## src/rtl/riscv_pkg.sv

```systemverilog
// Shared RISC-V front-end definitions: the canonical NOP word and the fetch FSM states.
package riscv_pkg;

  localparam logic [31:0] NOP_INSTR = 32'h0000_0013;

  typedef enum logic [1:0] {
    FETCH_BOOT = 2'd0,
    FETCH_RUN  = 2'd1,
    FETCH_TRAP = 2'd2
  } fetch_state_e;

  function automatic logic word_aligned(input logic [1:0] addr_lsb);
    return addr_lsb == 2'b00;
  endfunction

endpackage

```

## src/rtl/fetch_stage_if.sv

```systemverilog
// Instruction-memory bus: byte address out, instruction word back in the same cycle.
interface fetch_stage_if #(
  parameter int unsigned RegBits = 32
);
  logic [RegBits-1:0] addr;
  logic [RegBits-1:0] rdata;

  modport master  (output addr, input rdata);
  modport slave   (input addr, output rdata);
  modport monitor (input addr, input rdata);
endinterface

```

## src/rtl/fetch_stage_if_id_reg.sv

```systemverilog
// IF/ID pipeline register: captures the word on the fetch bus with its address, or holds, or bubbles.
module if_id_reg
  import riscv_pkg::*;
#(
  parameter int unsigned RegBits = 32
) (
  input  logic               clk_i,
  input  logic               rst_i,
  input  logic               hold_i,
  input  logic               bubble_i,
  fetch_stage_if.monitor     fetch_bus,
  output logic [RegBits-1:0] instr_o,
  output logic [RegBits-1:0] pc_o,
  output logic               valid_o
);

  logic [RegBits-1:0] instr_q;
  logic [RegBits-1:0] pc_q;
  logic               valid_q;

  // A bubble wins over hold so a redirect can flush a stalled slot.
  always_ff @(posedge clk_i) begin
    if (rst_i || bubble_i) begin
      instr_q <= RegBits'(NOP_INSTR);
      pc_q    <= '0;
      valid_q <= 1'b0;
    end else if (!hold_i) begin
      instr_q <= fetch_bus.rdata;
      pc_q    <= fetch_bus.addr;
      valid_q <= 1'b1;
    end
  end

  assign instr_o = instr_q;
  assign pc_o    = pc_q;
  assign valid_o = valid_q;

endmodule

```

## src/rtl/fetch_stage.sv

```systemverilog
// Instruction fetch: PC register, BOOT/RUN/TRAP control and fetch counter feeding the IF/ID register.
module fetch_stage
  import riscv_pkg::*;
#(
  parameter int unsigned        RegBits   = 32,
  parameter logic [RegBits-1:0] ResetAddr = '0
) (
  input  logic               clk_i,
  input  logic               rst_i,
  input  logic               stall_i,
  input  logic               branch_taken_i,
  input  logic [RegBits-1:0] branch_target_i,
  output logic [RegBits-1:0] imem_addr_o,
  input  logic [RegBits-1:0] imem_rdata_i,
  output logic [RegBits-1:0] instr_o,
  output logic [RegBits-1:0] pc_o,
  output logic [RegBits-1:0] pc_plus4_o,
  output logic               valid_o,
  output logic               misaligned_o,
  output logic [31:0]        fetch_count_o,
  output fetch_state_e       state_o
);

  fetch_state_e       state_q;
  logic [RegBits-1:0] pc_q;
  logic               misaligned_q;
  logic [31:0]        count_q;

  logic in_run;
  logic redirect;
  logic advance;

  assign in_run   = (state_q == FETCH_RUN);
  assign redirect = in_run && branch_taken_i;
  assign advance  = in_run && !branch_taken_i && !stall_i;

  // Redirect beats stall beats advance; BOOT and TRAP never touch PC or counter.
  always_ff @(posedge clk_i) begin
    if (rst_i) begin
      state_q      <= FETCH_BOOT;
      pc_q         <= ResetAddr;
      misaligned_q <= 1'b0;
      count_q      <= '0;
    end else begin
      case (state_q)
        FETCH_BOOT: state_q <= FETCH_RUN;
        FETCH_RUN: begin
          if (branch_taken_i) begin
            if (word_aligned(branch_target_i[1:0])) begin
              pc_q <= branch_target_i;
            end else begin
              state_q      <= FETCH_TRAP;
              misaligned_q <= 1'b1;
            end
          end else if (!stall_i) begin
            pc_q    <= pc_q + RegBits'(4);
            count_q <= count_q + 32'd1;
          end
        end
        FETCH_TRAP: state_q <= FETCH_TRAP;
        default:    state_q <= FETCH_BOOT;
      endcase
    end
  end

  fetch_stage_if #(.RegBits(RegBits)) fetch_bus ();

  assign fetch_bus.addr  = pc_q;
  assign fetch_bus.rdata = imem_rdata_i;

  if_id_reg #(.RegBits(RegBits)) u_if_id (
    .clk_i     (clk_i),
    .rst_i     (rst_i),
    .hold_i    (!advance),
    .bubble_i  (redirect),
    .fetch_bus (fetch_bus),
    .instr_o   (instr_o),
    .pc_o      (pc_o),
    .valid_o   (valid_o)
  );

  assign imem_addr_o   = pc_q;
  assign pc_plus4_o    = pc_o + RegBits'(4);
  assign misaligned_o  = misaligned_q;
  assign fetch_count_o = count_q;
  assign state_o       = state_q;

endmodule

```

## config.mk

```make
export PLATFORM = sky130hd
export DESIGN_NAME = fetch_stage
export DESIGN_NICKNAME = d
export VERILOG_FILES = /design/src/rtl/riscv_pkg.sv /design/src/rtl/fetch_stage_if.sv /design/src/rtl/fetch_stage_if_id_reg.sv /design/src/rtl/fetch_stage.sv
export SDC_FILE = /design/constraint.sdc
export NUM_CORES = 1
export LEC_CHECK = 0
export CORE_UTILIZATION = 34
export CTS_BUF_LIST = sky130_fd_sc_hd__clkbuf_2
export CTS_CLUSTER_DIAMETER = 150
export CTS_CLUSTER_SIZE = 12
export DETAILED_ROUTE_END_ITERATION = 16
export SLEW_MARGIN = 20
export SYNTH_ARGS = -nofsm -noshare
export SYNTH_HDL_FRONTEND = slang
export SYNTH_HIERARCHICAL = 1
export SYNTH_SLANG_ARGS = --single-unit
```

## constraint.sdc

```tcl
create_clock -name clk_i -period 2.7 [get_ports clk_i]
set_input_delay 0.54 -clock clk_i [delete_from_list [all_inputs] [get_ports clk_i]]
set_output_delay 0.54 -clock clk_i [all_outputs]
set_load 0.01 [all_outputs]
```

### Yosys cells after proc, flatten, opt, wreduce, memory -nomap -nowiden

Cells that the tools add are included.

| storage, ports and cells | value |
|---|---|
| register bits | 132 |
| latch bits | 0 |
| bits in writable memories | 0 |
| bits in read-only memories | 0 |
| output and inout port bits | 164 |
| memories | 0 |

| cells by class | value |
|---|---|
| $add $sub $neg | 3 |
| multiply operators | 0 |
| div/mod/pow operators | 0 |
| $lt $le $gt $ge | 0 |
| eq/ne operators | 6 |
| shifts and indexed selects | 0 |
| multiplexer cells | 6 |
| bitwise gates (word level) | 3 |
| reduce and logical (&&, ||, !) cells | 12 |

Operators by type and width:

| kind | number |
|---|---|
| 32-bit two-way mux | 3 |
| 32-bit by 3-bit adder with 32-bit output, second input constant | 2 |
| 32-bit by 1-bit adder with 32-bit output, second input constant | 1 |
| 3-bit AND reduction | 3 |
| 2-bit one-hot mux with 3 select lines | 1 |
| 2-bit zero test | 2 |
| 2-bit two-way mux | 2 |
| 2-bit by 1-bit != test with 1-bit output, second input constant | 2 |
| 2-bit != test, second input constant | 2 |
| 1-bit logical AND | 3 |
| 1-bit inverter | 3 |
| 2-bit by 1-bit == test with 1-bit output, second input constant | 1 |
| 2-bit == test, second input constant | 1 |
| 1-bit zero test | 2 |
| 2-bit AND reduction | 1 |
| 1-bit logical OR | 1 |

### Longest topological paths before layout

| logic depth | value |
|---|---|
| depth after elaboration | 4 |
| depth in mapped cells | 9 |
| mapped depth without buffers | 8 |

### Cells and area by module

Netlist, hierarchy kept.

By module, submodules not included:

| module | instances | cells an instance | area an instance (um^2) | seq. area each (um^2) |
|---|---|---|---|---|
| fetch_stage | 1 | 543 | 4189.0 | 1341.3 |
| if_id_reg | 1 | 211 | 2333.5 | 1301.2 |

### Worst setup path after synthesis

Ideal clock, no wire load.

| timing | value |
|---|---|
| path type | register to output |
| from | register u_if_id.pc_q[2], in the netlist u_if_id/pc_o[2] |
| to | output pc_plus4_o[30] |
| arrival time | 1.971 ns |
| slack | 0.189 ns |
| stages on the path, launching flop included | 7 |
| cells stage by stage | dfxtp_1 ha_1 inv_1 or4_4 nor3_2 nand4_1 xnor2_1 |

| on the way | value |
|---|---|
| word-level cells in the longest chain between the ends | 1 |

Ends and longest elaborated chain:

| element | RTL line | RTL |
|---|---|---|
| from (decl) | fetch_stage_if_id_reg.sv:18 | `logic [RegBits-1:0] pc_q;` |
| from (signal assigned) | fetch_stage_if_id_reg.sv:29 | `pc_q <= fetch_bus.addr;` |
| 32-bit by 3-bit adder with 32-bit output | fetch_stage.sv:83 | `assign pc_plus4_o = pc_o + RegBits'(4);` |
| to (decl) | fetch_stage.sv:17 | `output logic [RegBits-1:0] pc_plus4_o,` |

No other way between the ends.

### Worst setup path after layout

| timing | value |
|---|---|
| from | register u_if_id.pc_q[6], in the netlist u_if_id/pc_o[6] |
| to | output pc_plus4_o[30] |

Same word-level chain as after synthesis.

==> summary.md <==
| Metric | Value |
|---|---|
| CP Launch Type | register |
| Critical Path Fanout Max | 5 |
| Main combinational cell family by area after synthesis | simple AND/OR/NAND/NOR gates |
| Leakage power | 3.98 nW |
| Setup Viol. Count Final | 18 |
| Initial antenna violation count | 1 |
| Proportion of netlist area held by the largest area contributor | between 40 and 50% |
| Setup crit end kind | primary output |
| PwrDens | approximately 450 nW/µm² |
| Slew margin rel. | ~52% |
| Dpl ws | -0.155 ns |
| Status | complete, but fails checks |
| Number of clock sinks | around 130 |
| Crit Path Class | reg -> out |
| Final hold vios | 0 |
| Worst endpoint required time | ~2.2 ns |
| Final hold slack | around 0.22 ns |
| Drt via density | between 5 and 6 |
| Clk root buf | clkbuf_2 |
| Synth cell types | 64 |
| Clock Path Buffers | 2 |
| Nets | around 1100 |
| CTS tree | done |
| Tot GR Track Use | between 20% and 30% |
| Via count | roughly 6400 |
| Syn Std Cell Area | roughly 6500 µm² |
| Area growth syn-to-layout | 46.8% |
| Core area | 18800 µm² |
| Failing checks | setup timing |
| Largest cells by area after synthesis | dfxtp_1, mux2i_1, nor2_1, xnor2_1, nand2_1 |
| 1st-pass router iterations | 5 |
| Ys flop type | dfxtp_1 |
| Post-route worst setup slack | -0.328 ns |
| Number of routed nets with antenna violations | 0 |
| Clk slew on worst S/H paths | approximately 0.20 ns |
| Inst Count DP | roughly 1200 |
| Skew-Pair Late Insertion Delay | roughly 0.71 ns |
| Synth area leader | dfxtp_1 |
| Layout cell share with drive strength beyond 1 | 16.0% |
| Post-synth ARST share | 0% |
| DPL Wire Length | roughly 15000 µm |
| Maximum vdd drop | 243 µV |
| Initial Util | between 30% and 40% |
| Setup Skew | 0.0242 ns |
| Placed cell areas | a little over 9000 µm² |
| Seq cells post-synth | 132 |
| Routed length per instance | between 15 and 20 µm |
| Die Area | 19700 µm² |
| Max-Cap Viols | 0 |
| IO Port Bufs | 231 |
| Cell mode on critical path | nand4_1 |
| # rows | 50 |
| Final Total Pwr | around 4.3 mW |
| Pins over their slew limit | 0 |
| Simple logic cell fraction of the synthesized area | between 20% and 30% |
| Period utilization | 112% |
| Synthesis warning total | 6 |
| Seq/Total Area, Yosys | 40.5% |
| Finished Layout Cells | roughly 1300 |
| Area share of fa/ha/maj cells after synthesis | less than 1% |
| Compound-cell area share of the yosys netlist | 9.48% |
| Xor-xnor portion of the synthesized cell area | 7.12% |
| Largest net degree at the start of global routing | 63 |
| Critical path, cell by cell | nand4_1 > or4_4 > nor3_2 > buf_4 > nand4_1 > xnor2_1 > buf_2 |
| Multiplexer area fraction after synthesis | 11.6% |
| I/O Pins | approximately 230 |
| Arr. time, crit path | between 2 and 2.5 ns |
| Slowest cell on the critical path | or4_4 |
| Final Wtd Congestion | around 0.8 |
| Vias in the first global route | ~5900 |
| Post-Route WL | 20300 µm |
| Syn_area_per_cell | roughly 8.7 µm² |
| Number of synthesized flops with an enable pin | 0 |
| Die Wd | between 100 and 150 µm |
| DRT iter0 DRCs | 311 |
| Max H-tree Level | 4 |
| RSZ-0062 raised after global routing | yes |
| Fin area | approximately 9600 µm² |
| Worst Hold Class | in -> reg |
| Num CTS Buffers | 17 |
| Post-Syn Instances | 754 |
| Fmax | around 0.33 GHz |
| Final min period | roughly 3.0 ns |
| Least-Margin Pin Slew | 0.713 ns |
| Slowest stage delay, CP | 0.58 ns |
| Residual DRC count | 0 |
| Syn nets | about 830 |
| Global route total overflow | 0 |
| First-pass GRT wire length | around 32000 µm |
| Die height | 141 µm |
## stage by stage
stage | setup TNS (ns) | utilization [%]
floorplan | 0 | -
global placement | -0.487 | 49.3
detailed placement | -0.691 | 49.3
CTS | -6.64 | 50.9
global route | -9.36 | 51.0
finish | -4.30 | 51.0
## power breakdown
group / switching, mW / internal (mW) / leakage [nW]
combinational: 0.468 / 0.449 / 2.76
clock: 0.769 / 0.515 / 0.150
sequential: 0.0881 / 2.04 / 1.07
## synth_stat cells, types with 2 or more instances
cell type    n
a211oi_1     6
a21o_1       4
a21oi_1     35
a22oi_1      2
a31oi_1      7
and2_1       5
and3_1      18
and4_1       9
buf_1        6
buf_2        9
buf_4        3
buf_6        9
clkbuf_1    13
dfxtp_1    132
ha_1         5
inv_1       12
mux2_2       6
mux2i_1     69
nand2_1     61
nand2b_1     2
nand3_1     39
nand4_1     27
nor2_1     120
nor2_2       4
nor2b_1      5
nor3_1       6
nor3_2       2
nor4_1      18
o21ai_0     17
o22ai_1      4
o311ai_0     3
o31ai_1      2
o41ai_1      3
or2_1        2
or2_2        3
or3_1        6
or3_4        2
xnor2_1     35
xor2_1      18
## logic make-up (layout without fill, tap and decap cells)
| logic type | Yosys count | count (layout) |
|---|---|---|
| mux | 75 | 75 |
| buf+inv | 53 | 330 |
| simple gates | 338 | 338 |
| xor+xnor | 53 | 53 |
| other cells | 0 | 1 |
| compound gates | 98 | 98 |
| flops | 132 | 132 |
| fa+ha+maj | 5 | 5 |
## layout by cell type, fill, tap and decap left out, types with 18 or more instances in the layout
cell type,count
buf_2,22
xor2_1,18
nand4_1,27
and3_1,18
clkbuf_2,19
clkdlybuf4s50_1,201
xnor2_1,33
buf_4,50
nand2_1,59
mux2i_1,69
nor2_1,114
a21oi_1,35
nand3_1,38
dfxtp_1,121
## worst max-delay path, delay by kind of cell, from the launching register on
family,cells,cell delay (ns)
simple gates,4,0.94
xor+xnor,1,0.16
flops,1,0.38
buf+inv,2,0.30
## per-layer routing
layer / vias up / share of wire [%] / track usage, % / wire [µm]
li1: 3211 / - / - / -
met1: 2945 / 45 / 27.0 / 9160
met2: 184 / 46 / 32.6 / 9400
met3: 17 / 7.6 / 6.05 / 1550
met4: 0 / 1.1 / 6.86 / 219
met5: - / 0 / 0 / 0
## layout make-up
type / count / area, µm²
diodes: 1 / 2.50
multi-input cells: 569 / 3690
clock buffers: 18 / 90.1
fillers: 1806 / 9200
well taps: 234 / 293
flip-flops and latches: 132 / 2660
repair buffers: 286 / 2630
clock inverters: 13 / 160
inverters: 13 / 51.3
## timing repair
action | 4_1_cts | 5_1_grt
hold buffers | 0 | 0
endpoints found under the setup margin | 27 | 25
pin swaps | 13 | 5
buffers inserted | 4 | 2
resized for setup | 126 | 7
## final timing paths
kind,from,endpoint,slack (ns),cells past startpoint
hold / removal,rst_i,imem_addr_o[10],0.22,2
setup / recovery,u_if_id/pc_o[6],pc_plus4_o[30],-0.33,7
setup reg to reg,imem_addr_o[2],imem_addr_o[27],0.47,5
hold reg to reg,u_if_id/valid_o,u_if_id/valid_o,0.46,2
## registers in the layout (all words and copies together) (netlist names)
name / count
u_if_id/instr_o: 32
imem_addr_o: 32
fetch_count_o: 32
misaligned_o: 1
state_o: 2
u_if_id/pc_o: 32
u_if_id/valid_o: 1
Note: power is estimated with default switching activity, not from simulation.
